<file path="src/rtl/bbox_detect.sv">
// bbox_detect
//   Measures the bounding box of target pixels in a binarized pixel stream and
//   publishes it once per frame. The box is committed on the rising edge of
//   vsync. A frame with fewer than MIN_PIX hits keeps the previous box and
//   raises lost.
//
// Ports
//   clk        system/pixel clock
//   rst        asynchronous active-high reset
//   vsync      frame sync; rising edge ends the frame being accumulated
//   de         data enable, high during the active pixels of a line
//   pix_hit    binarized pixel (1 = target), qualified by de
//   x_min/x_max  leftmost/rightmost target column of the last good frame
//   y_min/y_max  topmost/bottommost target line of the last good frame
//   lost       1 = last evaluated frame had too few hits; box is held
//   frame_done one-cycle pulse each time a frame is evaluated
module bbox_detect #(
   parameter int H_ACT   = 1280,
   parameter int V_ACT   = 800,
   parameter int MIN_PIX = 16
) (
   input  logic        clk,
   input  logic        rst,
   input  logic        vsync,
   input  logic        de,
   input  logic        pix_hit,
   output logic [10:0] x_min,
   output logic [10:0] x_max,
   output logic [9:0]  y_min,
   output logic [9:0]  y_max,
   output logic        lost,
   output logic        frame_done
);

   localparam logic [10:0] X_LIM  = 11'(H_ACT);
   localparam logic [10:0] X_LAST = 11'(H_ACT - 1);
   localparam logic [10:0] X_MID  = 11'(H_ACT / 2);
   localparam logic [9:0]  Y_LIM  = 10'(V_ACT);
   localparam logic [9:0]  Y_LAST = 10'(V_ACT - 1);
   localparam logic [9:0]  Y_MID  = 10'(V_ACT / 2);
   localparam logic [20:0] HIT_MIN = 21'(MIN_PIX);

   logic        vs_d_q, de_d_q;
   logic [10:0] x_cnt_q, x_cnt_d;
   logic [9:0]  y_cnt_q, y_cnt_d;
   logic [10:0] wx_min_q, wx_min_d, wx_max_q, wx_max_d;
   logic [9:0]  wy_min_q, wy_min_d, wy_max_q, wy_max_d;
   logic [20:0] hit_cnt_q, hit_cnt_d;
   logic [10:0] x_min_q, x_min_d, x_max_q, x_max_d;
   logic [9:0]  y_min_q, y_min_d, y_max_q, y_max_d;
   logic        lost_q, lost_d;
   logic        frame_done_q, frame_done_d;

   logic vs_rise, de_fall, hit_ok;

   always_comb begin
      vs_rise = vsync & ~vs_d_q;
      de_fall = ~de & de_d_q;
      // A pixel on the commit cycle belongs to neither frame.
      hit_ok  = de & pix_hit & ~vs_rise & (x_cnt_q < X_LIM) & (y_cnt_q < Y_LIM);

      x_cnt_d      = x_cnt_q;
      y_cnt_d      = y_cnt_q;
      wx_min_d     = wx_min_q;
      wx_max_d     = wx_max_q;
      wy_min_d     = wy_min_q;
      wy_max_d     = wy_max_q;
      hit_cnt_d    = hit_cnt_q;
      x_min_d      = x_min_q;
      x_max_d      = x_max_q;
      y_min_d      = y_min_q;
      y_max_d      = y_max_q;
      lost_d       = lost_q;
      frame_done_d = 1'b0;

      if (vs_rise || de_fall) begin
         x_cnt_d = '0;
      end else if (de && (x_cnt_q != '1)) begin
         x_cnt_d = x_cnt_q + 11'd1;
      end

      // vs_rise clear takes priority over a coincident line end.
      if (vs_rise) begin
         y_cnt_d = '0;
      end else if (de_fall && (y_cnt_q != '1)) begin
         y_cnt_d = y_cnt_q + 10'd1;
      end

      if (vs_rise) begin
         frame_done_d = 1'b1;
         if (hit_cnt_q >= HIT_MIN) begin
            x_min_d = wx_min_q;
            x_max_d = wx_max_q;
            y_min_d = wy_min_q;
            y_max_d = wy_max_q;
            lost_d  = 1'b0;
         end else begin
            lost_d  = 1'b1;
         end
         wx_min_d  = X_LAST;
         wx_max_d  = '0;
         wy_min_d  = Y_LAST;
         wy_max_d  = '0;
         hit_cnt_d = '0;
      end else if (hit_ok) begin
         if (x_cnt_q < wx_min_q) wx_min_d = x_cnt_q;
         if (x_cnt_q > wx_max_q) wx_max_d = x_cnt_q;
         if (y_cnt_q < wy_min_q) wy_min_d = y_cnt_q;
         if (y_cnt_q > wy_max_q) wy_max_d = y_cnt_q;
         if (hit_cnt_q != '1) hit_cnt_d = hit_cnt_q + 21'd1;
      end
   end

   always_ff @(posedge clk or posedge rst) begin
      if (rst) begin
         vs_d_q       <= 1'b0;
         de_d_q       <= 1'b0;
         x_cnt_q      <= '0;
         y_cnt_q      <= '0;
         wx_min_q     <= X_LAST;
         wx_max_q     <= '0;
         wy_min_q     <= Y_LAST;
         wy_max_q     <= '0;
         hit_cnt_q    <= '0;
         x_min_q      <= X_MID;
         x_max_q      <= X_MID;
         y_min_q      <= Y_MID;
         y_max_q      <= Y_MID;
         lost_q       <= 1'b1;
         frame_done_q <= 1'b0;
      end else begin
         vs_d_q       <= vsync;
         de_d_q       <= de;
         x_cnt_q      <= x_cnt_d;
         y_cnt_q      <= y_cnt_d;
         wx_min_q     <= wx_min_d;
         wx_max_q     <= wx_max_d;
         wy_min_q     <= wy_min_d;
         wy_max_q     <= wy_max_d;
         hit_cnt_q    <= hit_cnt_d;
         x_min_q      <= x_min_d;
         x_max_q      <= x_max_d;
         y_min_q      <= y_min_d;
         y_max_q      <= y_max_d;
         lost_q       <= lost_d;
         frame_done_q <= frame_done_d;
      end
   end

   assign x_min      = x_min_q;
   assign x_max      = x_max_q;
   assign y_min      = y_min_q;
   assign y_max      = y_max_q;
   assign lost       = lost_q;
   assign frame_done = frame_done_q;

endmodule

</file>
<file path="config.mk">
export PLATFORM = sky130hd
export DESIGN_NAME = bbox_detect
export DESIGN_NICKNAME = d
export VERILOG_FILES = /design/src/rtl/bbox_detect.sv
export SDC_FILE = /design/constraint.sdc
export NUM_CORES = 1
export LEC_CHECK = 0
export ABC_AREA = 1
export BUFFER_PORTS_ARGS = -buffer_cell sky130_fd_sc_hd__buf_2
export CELL_PAD_IN_SITES_DETAIL_PLACEMENT = 1
export CELL_PAD_IN_SITES_GLOBAL_PLACEMENT = 1
export CORE_ASPECT_RATIO = 1.1
export CORE_MARGIN = 2
export CORE_UTILIZATION = 41
export CTS_CLUSTER_SIZE = 28
export DETAILED_ROUTE_END_ITERATION = 10
export MAX_ROUTING_LAYER = met4
export PLACE_DENSITY_LB_ADDON = 0.1
export RECOVER_POWER = 50
export SLEW_MARGIN = 20
export SYNTH_ARGS = -nofsm -noshare
export SYNTH_HDL_FRONTEND = slang
export SYNTH_SLANG_ARGS = --single-unit
</file>
<file path="constraint.sdc">
create_clock -name clk -period 4.1 [get_ports clk]
set_clock_uncertainty 0.2 [all_clocks]
set_input_delay 0.41 -clock clk [delete_from_list [all_inputs] [get_ports clk]]
set_output_delay 0.41 -clock clk [all_outputs]
set_load 0.1 [all_outputs]
</file>
==> results of run 1 <==
-- cell families (layout without fill, tap and decap cells) --
group | Yosys count | after routing | synth area share (%)
AO/OA/AOI/OAI | 102 | 102 | 7.56
adder cells (fa/ha/maj) | 44 | 44 | 7.49
buffers and inverters | 144 | 203 | 8.00
XOR/XNOR | 11 | 11 | 1.31
AND/OR/NAND/NOR | 525 | 525 | 30.9
flip-flops | 130 | 130 | 44.7
-- worst min-delay path, delay by kind of cell, from the launching register on --
kind | cells | cell delay, ps
compound gates | 1 | 50
flops | 1 | 340
simple gates | 1 | 50
-- final timing paths --
path | from | cells after the start | slack (ps) | end
worst max-delay path | rst | 3 | 1440 | x_cnt_q[1]
worst min-delay path | x_max[4] | 2 | 280 | x_max[4]
worst max register to register | x_cnt_q[10] | 10 | 1610 | wx_max_q[9]
worst min register to register | x_max[4] | 2 | 280 | x_max[4]
max in group clk | de | 12 | 1540 | wy_min_q[3]
min in group asynchronous | rst | 2 | 370 | x_max[2]
-- cells in the mapped netlist (all sizes together) --
| library cell | instances | area (µm²) |
|---|---|---|
| inv | 113 | 427 |
| a31oi | 1 | 6.26 |
| o21ai | 78 | 424 |
| clkbuf | 10 | 37.5 |
| a21boi | 1 | 7.51 |
| buf | 21 | 124 |
| a21o | 2 | 15.0 |
| nor3 | 6 | 30.0 |
| ha | 44 | 551 |
| nand2 | 295 | 1130 |
| o21bai | 1 | 7.51 |
| nand4 | 35 | 219 |
| a21oi | 19 | 95.1 |
| and2 | 2 | 12.5 |
| nand3 | 105 | 536 |
| dfrtp | 103 | 2580 |
| xor2 | 11 | 96.3 |
| nor2 | 81 | 342 |
| or2 | 1 | 6.26 |
| dfstp | 27 | 709 |
-- layout make-up --
| class | instances | area [µm²] |
|---|---|---|
| repair buffers | 58 | 287 |
| inverters | 113 | 430 |
| well taps | 238 | 298 |
| multi-input cells | 682 | 3480 |
| flip-flops and latches | 130 | 3290 |
| clock buffers | 21 | 440 |
| clock inverters | 11 | 138 |
| fillers | 2262 | 9250 |
-- flip-flops by register name, indices dropped and copies added, names as in the netlist --
signal      cells
hit_cnt_q      21
y_cnt_q        10
lost            1
y_min          10
x_max          11
wy_max_q       10
y_max          10
frame_done      1
wx_min_q       11
wx_max_q       11
x_cnt_q        11
de_d_q          1
wy_min_q       10
vs_d_q          1
x_min          11
-- power by group through the flow --
stage | Clock (W) | Sequential, W | Combinational, W
floorplan | 0 | 0.00222 | 0.000420
global placement | 0 | 0.00159 | 0.00129
detailed placement | 0 | 0.00160 | 0.00131
CTS | 0.00157 | 0.00158 | 0.00131
global route | 0.00162 | 0.00160 | 0.00138
finish | 0.00153 | 0.00158 | 0.00128
-- repair_timing --
| item | 4_1_cts | 5_1_grt |
|---|---|---|
| hold buffers | 2 | 0 |
| buffers inserted | 0 | 0 |
| hold endpoints to repair | 2 | 0 |
-- metal layers --
metal | wire length (µm) | GRT usage, % | up-vias
met5 | 0 | - | -
met4 | 462 | 8.58 | 0
met3 | 390 | 3.40 | 33
met2 | 9830 | 39.5 | 77
met1 | 9500 | 28.9 | 3061
li1 | - | - | 3179
-- per-stage QoR --
stage | std cells | util, %
after floorplan | 956 | -
after global placement | 1219 | 44.3
after detailed placement | 1219 | 44.3
after CTS | 1253 | 47.7
after global routing | 1253 | 47.5
final | 1253 | 47.5
-- cells in the final DEF, fill, tap and decap left out, types with 12 or more instances in the layout --
master	n
dfstp_2	27
clkbuf_16	17
a21oi_1	19
nand3_1	103
nor2_1	72
o21ai_1	12
ha_1	44
dfrtp_1	103
inv_1	106
nand2_1	289
buf_2	27
o21ai_0	59
clkbuf_1	27
nand4_1	35
==> results_dict.tcl, run 1 <==
set metrics [dict create \
    drt-total-wl_um 20200 \
    placed_area_um2 7800 \
    detail-route-antenna-nets 0 \
    relSlewSlack_pct -32.3 \
    powerDensity_nw_per_um2 526 \
    die_h_um 144 \
    violations "max-capacitance violations, max-slew violations" \
    cp_max_fo 91 \
    root_buffer "clkbuf_16" \
    rows 51 \
    firstDrtPassIters 4 \
    clockBufferDepth 2 \
    postSynthCellCount 956 \
    vdd_drop_max_uv 372 \
    grt_setup_unrepaired "no" \
    p_sw_share_pct 40.2 \
    start_util_pct 41.7 \
    required_ps 4240 \
    crit_top_cell "clkbuf_1" \
    ys_types 33 \
    synth-seq-cells 130 \
    worst_slack_ps 1440 \
    holdWs_ps 279 \
    max_freq_mhz 377 \
    via_per_inst 5.07 \
    antennaDiodeCount 0 \
    dieArea_um2 19000 \
    path_buf_inv 3 \
    p_sw_w 0.00177 \
    worstPathCellList "clkbuf_1, clkinvlp_4, clkbuf_1" \
    p_int_w 0.00263 \
    final_area_um2 8360 \
    globalplace.congestion 0.868 \
    core_um2 17600 \
    path_clk_slew_ps 60 \
    dp_hpwl_um 14400 \
    pwr-share-seq_pct 35.9 \
    p_leak_nw 4.11 \
    cp_slowest_cell "clkinvlp_4" \
    overflow 0 \
    syn2layout_area_growth_pct 13.7 \
    grt_max_degree 92 \
    tightestPinTransition_ps 1980 \
    hold_viol_final 0 \
    antenna_found_initial 0 \
    status "finished with violations" \
    synth_fp_nets 1005 \
    grt_pass1_wl_um 34100 \
    crit_path_start_kind "input port" \
    post-place-ws_ps 1600 \
    nets 1051 \
    cpLargestDelayFamily "buffers and inverters" \
    final_layout_size_suffix_gt1_share_pct 11.8 \
    drcViolationCount 0 \
    slowest_delay_ps 1250 \
    avgRoutedWirePerCell_um 16.1 \
    arrival_ps 2790 \
    fin_crit_ps 2660 \
    total_power_w 0.00439 \
    synth.cell_area_um2 7350 \
    power_frac_clock_pct 34.9 \
    post-route-period-util_pct 64.8 \
    setup_violations 0 \
    drtIter0Drc 253 \
    crit_type "input port to async pin" \
    die_w_um 132 \
    power.share.combinational_pct 29.2 \
    ctsResizeCount 0 \
    finalSetupTns_ps 0 \
    tritoncts "yes" \
    gr-usage-all-layers_pct 23.4 \
    cts_buffers 17 \
    grt_pass1_vias 6487 \
    cts_sinks 130 \
    synth.avg_cell_area_um2 7.69 \
    htree_num_levels 4 \
    pin_count 49 \
    portBuffers 48 \
    via_count 6350 \
    hold_path.class "register to register" \
    end_kind "async pin" \
    clk_latency_ps 430 \
    slew_viol_final 92 \
    maxCapViolCount 1 \
    yosysSeqAreaShare_pct 44.7 \
    ys.warnings.count 0 \
]
No activity file was read; power rests on OpenSTA's default activity.
==> run 2, diff against run 1 <==
--- a/config.mk
+++ b/config.mk
@@ -11,7 +11,7 @@
 export CELL_PAD_IN_SITES_GLOBAL_PLACEMENT = 1
 export CORE_ASPECT_RATIO = 1.1
 export CORE_MARGIN = 2
-export CORE_UTILIZATION = 41
+export CORE_UTILIZATION = 45
 export CTS_CLUSTER_SIZE = 28
 export DETAILED_ROUTE_END_ITERATION = 10
 export MAX_ROUTING_LAYER = met4
==> constraint.sdc (replaced) <==
create_clock -name clk -period 2.6 [get_ports clk]
set_clock_uncertainty 0.2 [all_clocks]
set_input_delay 0.26 -clock clk [delete_from_list [all_inputs] [get_ports clk]]
set_output_delay 0.26 -clock clk [all_outputs]
set_load 0.1 [all_outputs]
==> run 2 against run 1 <==
The run now ends clean. Hold slack worse by 17 ps. Count of clock-buffer cells in the layout stayed put. Die area shrank 8.6%. First-iteration DRC count up 63%.
==> results_dict.tcl, run 2 (same netlist as run 1, synthesis figures left out) <==
set metrics [dict create \
    status "complete, no violations" \
    final_cell_mix "287 x nand2_1, 106 x inv_1, 103 x nand3_1, 103 x dfrtp_1, 72 x nor2_1" \
    path_clk_slew_ps 60 \
    die_h_um 138 \
    cts_sinks 130 \
    end_kind "register" \
    start_util_pct 45.4 \
    slew_viol_final 0 \
    final_common_cell "nand2_1" \
    core_um2 16200 \
    max_freq_mhz 408 \
    hold_viol_final 0 \
    drcViolationCount 0 \
    grt_max_degree 51 \
    nets 1072 \
    regMostFlops "hit_cnt_q" \
    globalplace.congestion 0.865 \
    dieArea_um2 17400 \
    die_w_um 126 \
    cts_buffers 17 \
    largest_reg_flops 21 \
    tightestPinTransition_ps 1170 \
    r2r_end "x_cnt_q[4]" \
    antenna_found_initial 0 \
    post-cts-setup-buffers 0 \
    post-route-period-util_pct 94.3 \
    root_buffer "clkbuf_16" \
    ff2ff_setup_slack_ps 150 \
    min_from "pix_hit" \
    clockBufferDepth 2 \
    cp_max_fo 7 \
    cp-endpoint "x_cnt_q[4]" \
    detail-route-antenna-nets 0 \
    post-place-ws_ps -149 \
    grt_pass1_vias 6785 \
    vdd_drop_max_uv 520 \
    overflow 0 \
    total_power_w 0.00686 \
    stdcell_count 1240 \
    via_count 6535 \
    arrival_ps 2510 \
    setup_violations 0 \
    maxCapViolCount 0 \
    tritoncts "yes" \
    grt_pass1_wl_um 34600 \
    avgRoutedWirePerCell_um 16.7 \
    r2r_start "x_cnt_q[1]" \
    htree_num_levels 4 \
    clk_latency_ps 420 \
    crit_type "register to register" \
    portBuffers 48 \
    nFillCells 2063 \
    p_leak_nw 4.22 \
    firstDrtPassIters 4 \
    antennaDiodeCount 0 \
    drtIter0Drc 412 \
    drt-total-wl_um 20600 \
    relSlewSlack_pct 22.0 \
    fin_crit_ps 2450 \
    grt_setup_unrepaired "no" \
    final_layout_size_suffix_gt1_share_pct 13.9 \
    via_per_inst 5.27 \
    powerDensity_nw_per_um2 809 \
    gr-usage-all-layers_pct 25.5 \
    crit_path_start_kind "register" \
    syn2layout_area_growth_pct 15.3 \
    worst_slack_ps 147 \
    dp_hpwl_um 15400 \
    reg2regPathDepth 7 \
    rows 49 \
    startpoint "x_cnt_q[1]" \
    hold_path.class "input port to register" \
    final_util_pct 52.4 \
    required_ps 2660 \
    pin_count 49 \
    placed_cells 1205 \
]
run 2: final cells by class:
class                      instances  area, µm²  area share [%]
multi-input combinational        682       3480            41.1
sequential                       130       3290            38.8
timing repair buffer              79        460            5.43
clock buffer                      21        450            5.31
inverter                         113        428            5.05
tap                              204        255            3.01
clock inverter                    11        114            1.34
run 2: timing repair:
item,4_1_cts,5_1_grt
hold buffers,3,0
endpoints found under the setup margin,11,12
hold endpoints to repair,17,0
resized for setup,1,2
run 2: report_power, final:
group	switching, W	total (W)	internal, W
clock network	0.000888	0.00231	0.00143
registers	0.000169	0.00249	0.00232
logic	0.00169	0.00206	0.000366
total	0.00275	0.00686	0.00411
run 2: worst min path at each step:
| stage | to | depth (start not counted) |
|---|---|---|
| after floorplan | de_d_q | 0 |
| after global placement | wy_max_q[5] | 2 |
| after detailed placement | wy_max_q[5] | 2 |
| after CTS | wy_max_q[5] | 3 |
| after global routing | wx_min_q[4] | 2 |
| final | hit_cnt_q[20] | 7 |
run 2: through the flow:
| step | area, µm² | setup TNS [ps] | hold slack [ps] |
|---|---|---|---|
| global placement | 7930 | -909 | 89.6 |
| detailed placement | 7930 | -1400 | 84.9 |
| global route | 8480 | 0 | 299 |
| floorplan | 7360 | 0 | 91.4 |
| finish | 8480 | 0 | 263 |
| CTS | 8520 | 0 | 184 |
run 2: critical path, cell delays in order, from the launching register on:
cell     delay [ps]
dfrtp_1         440
ha_1            320
nand3_1         150
nor2_2          220
nand3_1         120
nand2_2         170
nand2_1         210
o21ai_0         460
run 2: metal layers:
metal | part of all wire [%] | up-vias | track usage, %
met2 | 49 | 113 | 42.1
met3 | 2.9 | 30 | 3.29
met5 | 0 | - | -
met4 | 2.2 | 0 | 7.98
met1 | 46 | 3166 | 32.9
li1 | - | 3226 | -
